$ cat config.mk
export PLATFORM = sky130hd
export DESIGN_NAME = i2c_master_ctrl
export DESIGN_NICKNAME = d
export VERILOG_FILES = /design/src/rtl/i2c_master_ctrl.sv
export SDC_FILE = /design/constraint.sdc
export NUM_CORES = 1
export LEC_CHECK = 0
export ABC_AREA = 1
export BUFFER_PORTS_ARGS = -buffer_cell sky130_fd_sc_hd__buf_4
export CAP_MARGIN = 20
export CORE_ASPECT_RATIO = 1.1
export CORE_UTILIZATION = 45
export CTS_CLUSTER_SIZE = 30
export DETAILED_ROUTE_END_ITERATION = 8
export HOLD_SLACK_MARGIN = 0.06
export PLACE_DENSITY = 0.63
export SETUP_SLACK_MARGIN = 0.3
export SYNTH_ARGS = -nofsm -noshare
export SYNTH_HDL_FRONTEND = slang
export SYNTH_SLANG_ARGS = --single-unit
$ cat constraint.sdc
create_clock -name clk -period 2.01 [get_ports clk]
set_input_delay 0.1005 -clock clk [delete_from_list [all_inputs] [get_ports clk]]
set_output_delay 0.1005 -clock clk [all_outputs]
set_load 0.01 [all_outputs]
$ cat src/rtl/i2c_master_ctrl.sv
// Command-driven I2C master byte engine: START, 8 data bits, ACK and STOP sequenced on a
// quarter-SCL-period tick, with open-drain line control and optional slave clock stretching.
module i2c_master_ctrl #(
    parameter int DIV_W      = 16,
    parameter int STRETCH_EN = 1,
    parameter int STRETCH_TO = 0
) (
    input  logic             clk,
    input  logic             reset,
    input  logic [DIV_W-1:0] clk_div,
    input  logic             cmd_valid,
    output logic             cmd_ready,
    input  logic [3:0]       cmd,
    input  logic [7:0]       cmd_wdata,
    input  logic             cmd_nack,
    output logic             rsp_valid,
    output logic [7:0]       rsp_rdata,
    output logic             rsp_nack,
    output logic             bus_err,
    output logic             busy,
    input  logic             sda_i,
    input  logic             scl_i,
    output logic             sda_oe,
    output logic             scl_oe
);

    typedef enum logic [2:0] {
        ST_IDLE,
        ST_START,
        ST_BIT,
        ST_ACK,
        ST_STOP,
        ST_DONE
    } state_t;

    localparam logic [31:0] STRETCH_LIM = 32'(STRETCH_TO);

    state_t           state_reg, state_next;
    logic [1:0]       phase_reg, phase_next;
    logic [2:0]       bit_reg, bit_next;
    logic [DIV_W-1:0] cnt_reg, cnt_next;
    logic [DIV_W-1:0] div_reg, div_next;
    logic [3:0]       cmd_reg, cmd_next;
    logic [7:0]       wdata_reg, wdata_next;
    logic             nack_reg, nack_next;
    logic [7:0]       rsp_rdata_reg, rdata_next;
    logic             rsp_nack_reg, rsp_nack_next;
    logic             bus_err_reg, bus_err_next;
    logic             busy_reg, busy_next;
    logic             sda_oe_reg, sda_oe_next;
    logic             scl_oe_reg, scl_oe_next;
    logic [31:0]      stretch_reg, stretch_next;
    logic [1:0]       sync1_reg, sync2_reg;

    logic sda_sync, scl_sync;
    logic active, hold, tick, timeout, illegal;

    assign sda_sync = sync2_reg[0];
    assign scl_sync = sync2_reg[1];

    always_ff @(posedge clk) begin
        if (reset) begin
            state_reg     <= ST_IDLE;
            phase_reg     <= '0;
            bit_reg       <= '0;
            cnt_reg       <= '0;
            div_reg       <= '0;
            cmd_reg       <= '0;
            wdata_reg     <= '0;
            nack_reg      <= 1'b0;
            rsp_rdata_reg <= '0;
            rsp_nack_reg  <= 1'b0;
            bus_err_reg   <= 1'b0;
            busy_reg      <= 1'b0;
            sda_oe_reg    <= 1'b0;
            scl_oe_reg    <= 1'b0;
            stretch_reg   <= '0;
            sync1_reg     <= 2'b11;
            sync2_reg     <= 2'b11;
        end else begin
            state_reg     <= state_next;
            phase_reg     <= phase_next;
            bit_reg       <= bit_next;
            cnt_reg       <= cnt_next;
            div_reg       <= div_next;
            cmd_reg       <= cmd_next;
            wdata_reg     <= wdata_next;
            nack_reg      <= nack_next;
            rsp_rdata_reg <= rdata_next;
            rsp_nack_reg  <= rsp_nack_next;
            bus_err_reg   <= bus_err_next;
            busy_reg      <= busy_next;
            sda_oe_reg    <= sda_oe_next;
            scl_oe_reg    <= scl_oe_next;
            stretch_reg   <= stretch_next;
            sync1_reg     <= {scl_i, sda_i};
            sync2_reg     <= sync1_reg;
        end
    end

    always_comb begin
        state_next    = state_reg;
        phase_next    = phase_reg;
        bit_next      = bit_reg;
        cnt_next      = cnt_reg;
        div_next      = div_reg;
        cmd_next      = cmd_reg;
        wdata_next    = wdata_reg;
        nack_next     = nack_reg;
        rdata_next    = rsp_rdata_reg;
        rsp_nack_next = rsp_nack_reg;
        bus_err_next  = bus_err_reg;
        busy_next     = busy_reg;
        sda_oe_next   = sda_oe_reg;
        scl_oe_next   = scl_oe_reg;
        stretch_next  = '0;
        tick          = 1'b0;
        timeout       = 1'b0;

        active  = (state_reg == ST_START) || (state_reg == ST_BIT) ||
                  (state_reg == ST_ACK)   || (state_reg == ST_STOP);
        // Phase 2 follows an SCL release; a slave may still be holding SCL low.
        hold    = (STRETCH_EN != 0) && active && (phase_reg == 2'd2) && !scl_sync;
        illegal = (cmd[1] && cmd[0]) || ((cmd[1] || cmd[0]) && !busy_reg && !cmd[3]);

        if (hold) begin
            stretch_next = stretch_reg + 32'd1;
            timeout      = (STRETCH_TO != 0) && (stretch_next == STRETCH_LIM);
        end

        if (active && !hold) begin
            if (cnt_reg == div_reg) begin
                cnt_next = '0;
                tick     = 1'b1;
            end else begin
                cnt_next = cnt_reg + DIV_W'(1);
            end
        end

        case (state_reg)
            ST_IDLE: begin
                if (cmd_valid) begin
                    cmd_next      = cmd;
                    wdata_next    = cmd_wdata;
                    nack_next     = cmd_nack;
                    div_next      = clk_div;
                    cnt_next      = '0;
                    phase_next    = '0;
                    bit_next      = '0;
                    rsp_nack_next = 1'b0;
                    if (illegal) begin
                        bus_err_next = 1'b1;
                        state_next   = ST_DONE;
                    end else if (cmd[3]) begin
                        state_next = ST_START;
                    end else if (cmd[1] || cmd[0]) begin
                        state_next = ST_BIT;
                    end else if (cmd[2] && busy_reg) begin
                        state_next = ST_STOP;
                    end else begin
                        state_next = ST_DONE;
                    end
                end
            end
            ST_START: begin
                // Same four steps serve a first START (lines already released) and a repeated START.
                if (tick) begin
                    case (phase_reg)
                        2'd0: sda_oe_next = 1'b0;
                        2'd1: scl_oe_next = 1'b0;
                        2'd2: begin
                            sda_oe_next = 1'b1;
                            busy_next   = 1'b1;
                        end
                        default: begin
                            scl_oe_next = 1'b1;
                            if (cmd_reg[1] || cmd_reg[0])
                                state_next = ST_BIT;
                            else if (cmd_reg[2])
                                state_next = ST_STOP;
                            else
                                state_next = ST_DONE;
                        end
                    endcase
                end
            end
            ST_BIT: begin
                if (tick) begin
                    case (phase_reg)
                        2'd0: sda_oe_next = cmd_reg[0] ? ~wdata_reg[7] : 1'b0;
                        2'd1: scl_oe_next = 1'b0;
                        2'd2: if (cmd_reg[1]) rdata_next = {rsp_rdata_reg[6:0], sda_sync};
                        default: begin
                            scl_oe_next = 1'b1;
                            wdata_next  = {wdata_reg[6:0], 1'b0};
                            bit_next    = bit_reg + 3'd1;
                            if (bit_reg == 3'd7)
                                state_next = ST_ACK;
                        end
                    endcase
                end
            end
            ST_ACK: begin
                if (tick) begin
                    case (phase_reg)
                        2'd0: sda_oe_next = cmd_reg[1] ? ~nack_reg : 1'b0;
                        2'd1: scl_oe_next = 1'b0;
                        2'd2: if (cmd_reg[0]) rsp_nack_next = sda_sync;
                        default: begin
                            scl_oe_next = 1'b1;
                            state_next  = cmd_reg[2] ? ST_STOP : ST_DONE;
                        end
                    endcase
                end
            end
            ST_STOP: begin
                if (tick) begin
                    case (phase_reg)
                        2'd0: sda_oe_next = 1'b1;
                        2'd1: scl_oe_next = 1'b0;
                        2'd3: begin
                            sda_oe_next = 1'b0;
                            busy_next   = 1'b0;
                            state_next  = ST_DONE;
                        end
                        default: ;
                    endcase
                end
            end
            ST_DONE: state_next = ST_IDLE;
            default: state_next = ST_IDLE;
        endcase

        if (tick)
            phase_next = phase_reg + 2'd1;

        // A stuck stretch abandons the transfer without a STOP and frees the bus.
        if (timeout) begin
            state_next   = ST_IDLE;
            sda_oe_next  = 1'b0;
            scl_oe_next  = 1'b0;
            busy_next    = 1'b0;
            bus_err_next = 1'b1;
            stretch_next = '0;
        end
    end

    assign cmd_ready = (state_reg == ST_IDLE);
    assign rsp_valid = (state_reg == ST_DONE);
    assign rsp_rdata = rsp_rdata_reg;
    assign rsp_nack  = rsp_nack_reg;
    assign bus_err   = bus_err_reg;
    assign busy      = busy_reg;
    assign sda_oe    = sda_oe_reg;
    assign scl_oe    = scl_oe_reg;

endmodule
==> flow_summary.yaml <==
power_and_ir_drop:
  p_sw_frac: 0.3780
  intPower_mw: 3.597
  power_density_nw_per_um2: 1151
  cellLeakagePower_nw: 2.334
  clkPwrFrac: 0.274
  power.switching_mw: 2.186
  ir_drop_uv: 680.0
  p_comb_frac: 0.408
  p_seq_frac: 0.318
logic_synthesis:
  synth_area_um2: 3656
  yosysSeqAreaShare: 0.3778
  synth.avg_cell_area_um2: 6.808
  yosysUniqueCellTypes: 39
  synthFlopType: "dfxtp_1"
  syn-num-nets: 578
  syn_inst: 537
  synth_edf_count: 0
  synth-async-reset-ratio: 0
  ys_ff_latch: 69
  yosys_warnings: 0
place:
  dpl.cell_count: 689
  io_buffer_count: 48
  placed_area_um2: 4149
  gp_congestion: 0.8790
  post-place-ws_ns: 0.1612
  hpwlAfterDp_mm: 6.311
clock_network:
  numCtsBuffers: 9
  clock_path_buffers: 2
  cts_tree: "done"
  clkSlewWorstSetupHoldPaths_ns: 0.08
  clock_latency_ns: 0.35
  clock_sinks: 69
  htreeDepth: 3
  clockRootBuffer: "clkbuf_8"
timing:
  whs_ns: 0.1131
  maxSlewViolCount: 0
  fin_crit_sh: 0.8617
  finalSetupViolations: 0
  fmax_mhz: 577.4
  rsz0062_at_grt: "yes"
  worst_pin_slew_ns: 0.3628
  slew_headroom: 0.7559
  finalWorstSetupSlack_ns: 0.2780
  clock_skew_ns: 0.01510
  finalCriticalPeriod_ns: 1.732
  fin_tns_setup_ns: 0
  finalHoldViolCount: 0
final_layout:
  num-fill-cells: 738
  area_growth_syn_to_layout_pct: 37.47
  drive_gt1_frac: 0.3087
  multi_input_area_um2: 2122
  finalNetCount: 671
  regArea_um2: 1426
  num_antenna_cells: 0
  final_area_um2: 5026
  layout.cells.non_filler: 743
global_routing:
  grt_pass1_vias: 3550
  top_usage_layer: "met2"
  met2_usage: 0.4322
  grt_start_max_net_pins: 24
  antenna_found_initial: 0
  use_met1: 0.2578
  globalRouteOverflowTotal: 0
  grt_util_all_layers: 0.2327
  grt_pass1_wl_mm: 15.17
  grt_util_met3: 0.05098
floorplanning:
  core_area_um2: 7913
  ios: 49
  die_h_um: 96.54
  fp.dieW_um: 87.94
  dieArea_um2: 8489
  start_util: 0.4620
  num_rows: 34
drt:
  via_per_inst: 4.983
  ant_nets: 0
  drt_iter0_drc: 121
  drt-total-wl_mm: 9.432
  post_drt_wl_per_cell_um: 12.69
  drt-pass1-iter-count: 5
  vias: 3702
  drc_errors: 0
min_path:
  hold_path.class: "in -> reg"
setup_path:
  endpoint_kind: "register"
  arrival_ns: 1.97
  path_class: "reg -> reg"
  cp_max_fo: 6
  start_kind: "register"
  crit_required_ns: 2.25
  r2r_slack_ns: 0.28
job:
  cap_violations: 0
status:
  status: "finished clean"
==> synth_stat cells, drive strengths merged (2+ instances only) <==
library cell  number  area [um^2]
nand2            154        636.9
nor2              80        356.6
dfxtp             69         1381
inv               65        251.5
a21oi             42        210.2
o21ai             32        160.1
nand3             24        130.1
nor3              14        81.33
nand4             10        92.59
buf                8        51.29
or2                8        50.05
clkbuf             7        36.28
ha                 7        87.58
xor2               4        35.03
a211oi             2        15.01
nand3b             2        15.01
nor3b              2        15.01
==> path summary, 6_finish.rpt <==
path / startpoint / end / cells past startpoint
max: cnt_reg[3]$_SDFF_PP0_ / cnt_reg[4]$_SDFF_PP0_ / 8
min: cmd_wdata[1] / wdata_reg[1]$_SDFFE_PP0P_ / 5
max reg2reg: cnt_reg[3]$_SDFF_PP0_ / cnt_reg[4]$_SDFF_PP0_ / 8
min reg2reg: sync1_reg[0]$_SDFF_PP1_ / sync2_reg[0]$_SDFF_PP1_ / 1
==> worst max-delay path, cell delays in order, from the launching register on <==
cell	delay [ns]
dfxtp_2	0.41
xor2_1	0.25
nor2_4	0.07
nand2_1	0.11
nor2_4	0.05
nand3_2	0.13
nand3_4	0.12
buf_4	0.18
nor3b_1	0.29
==> power groups by stage <==
stage	Clock, mW	Combinational (mW)	Sequential [mW]
2_1_floorplan	0	1.49	1.78
3_3_place_gp	0	1.90	1.82
3_5_place_dp	0	1.93	1.82
4_1_cts	1.60	2.10	1.81
6_report	1.58	2.36	1.84
5_1_grt	1.65	2.62	1.87
==> placed cells by master, fill, tap and decap left out, types with 3 or more instances in the layout <==
cell type / Yosys / final
bufinv_16: 0 / 4
dlygate4sd3_1: 0 / 24
nor2_1: 69 / 63
inv_2: 17 / 19
nor3_1: 13 / 12
nor2_4: 3 / 9
buf_4: 0 / 69
nand2_1: 142 / 128
o21ai_0: 30 / 30
nand4_4: 2 / 3
nand4_1: 8 / 8
dfxtp_4: 0 / 6
nand2_2: 8 / 17
clkbuf_8: 1 / 11
nor2_2: 7 / 7
dfxtp_2: 0 / 18
a21oi_1: 42 / 41
dfxtp_1: 69 / 45
xor2_1: 4 / 4
ha_1: 7 / 5
inv_1: 47 / 43
or2_2: 8 / 8
nand2_4: 3 / 8
nand3_1: 22 / 21
==> metal layers <==
| layer | wire length (um) | vias to the layer above |
|---|---|---|
| li1 | - | 1900 |
| met1 | 4004 | 1703 |
| met2 | 4852 | 77 |
| met3 | 317 | 22 |
| met4 | 257 | 0 |
| met5 | 0 | - |
==> area by class of cell <==
| cell class | count | area share |
|---|---|---|
| Multi-Input combinational cell | 389 | 0.4222 |
| Inverter | 65 | 0.05203 |
| Clock inverter | 5 | 0.02564 |
| Clock buffer | 11 | 0.03012 |
| Sequential cell | 69 | 0.2838 |
| Timing Repair Buffer | 96 | 0.1593 |
| Tap cell | 108 | 0.02689 |
==> logic make-up (layout without fill, tap and decap cells) <==
kind of cell / after synthesis / after routing / share of synthesized area
AND/OR/NAND/NOR: 295 / 296 / 0.3785
adder cells (fa/ha/maj): 7 / 7 / 0.02396
flip-flops: 69 / 69 / 0.3778
AO/OA/AOI/OAI: 82 / 82 / 0.1174
buffers and inverters: 80 / 177 / 0.09274
XOR/XNOR: 4 / 4 / 0.009581
==> through the flow <==
step	util	total power [mW]
final	0.6352	5.783
after global routing	0.6352	6.142
after CTS	0.6055	5.515
after detailed placement	0.5244	3.753
after global placement	0.5244	3.716
after floorplan	-	3.271
==> repair_timing <==
item                       CTS  global route
pin swaps                    4            29
hold buffers                24             0
buffers inserted             6             7
hold endpoints to repair    32             0
gates resized for setup     17            63
gates cloned                 1             0
setup endpoints to repair   36            57
Note: power is estimated with default switching activity, not from simulation.
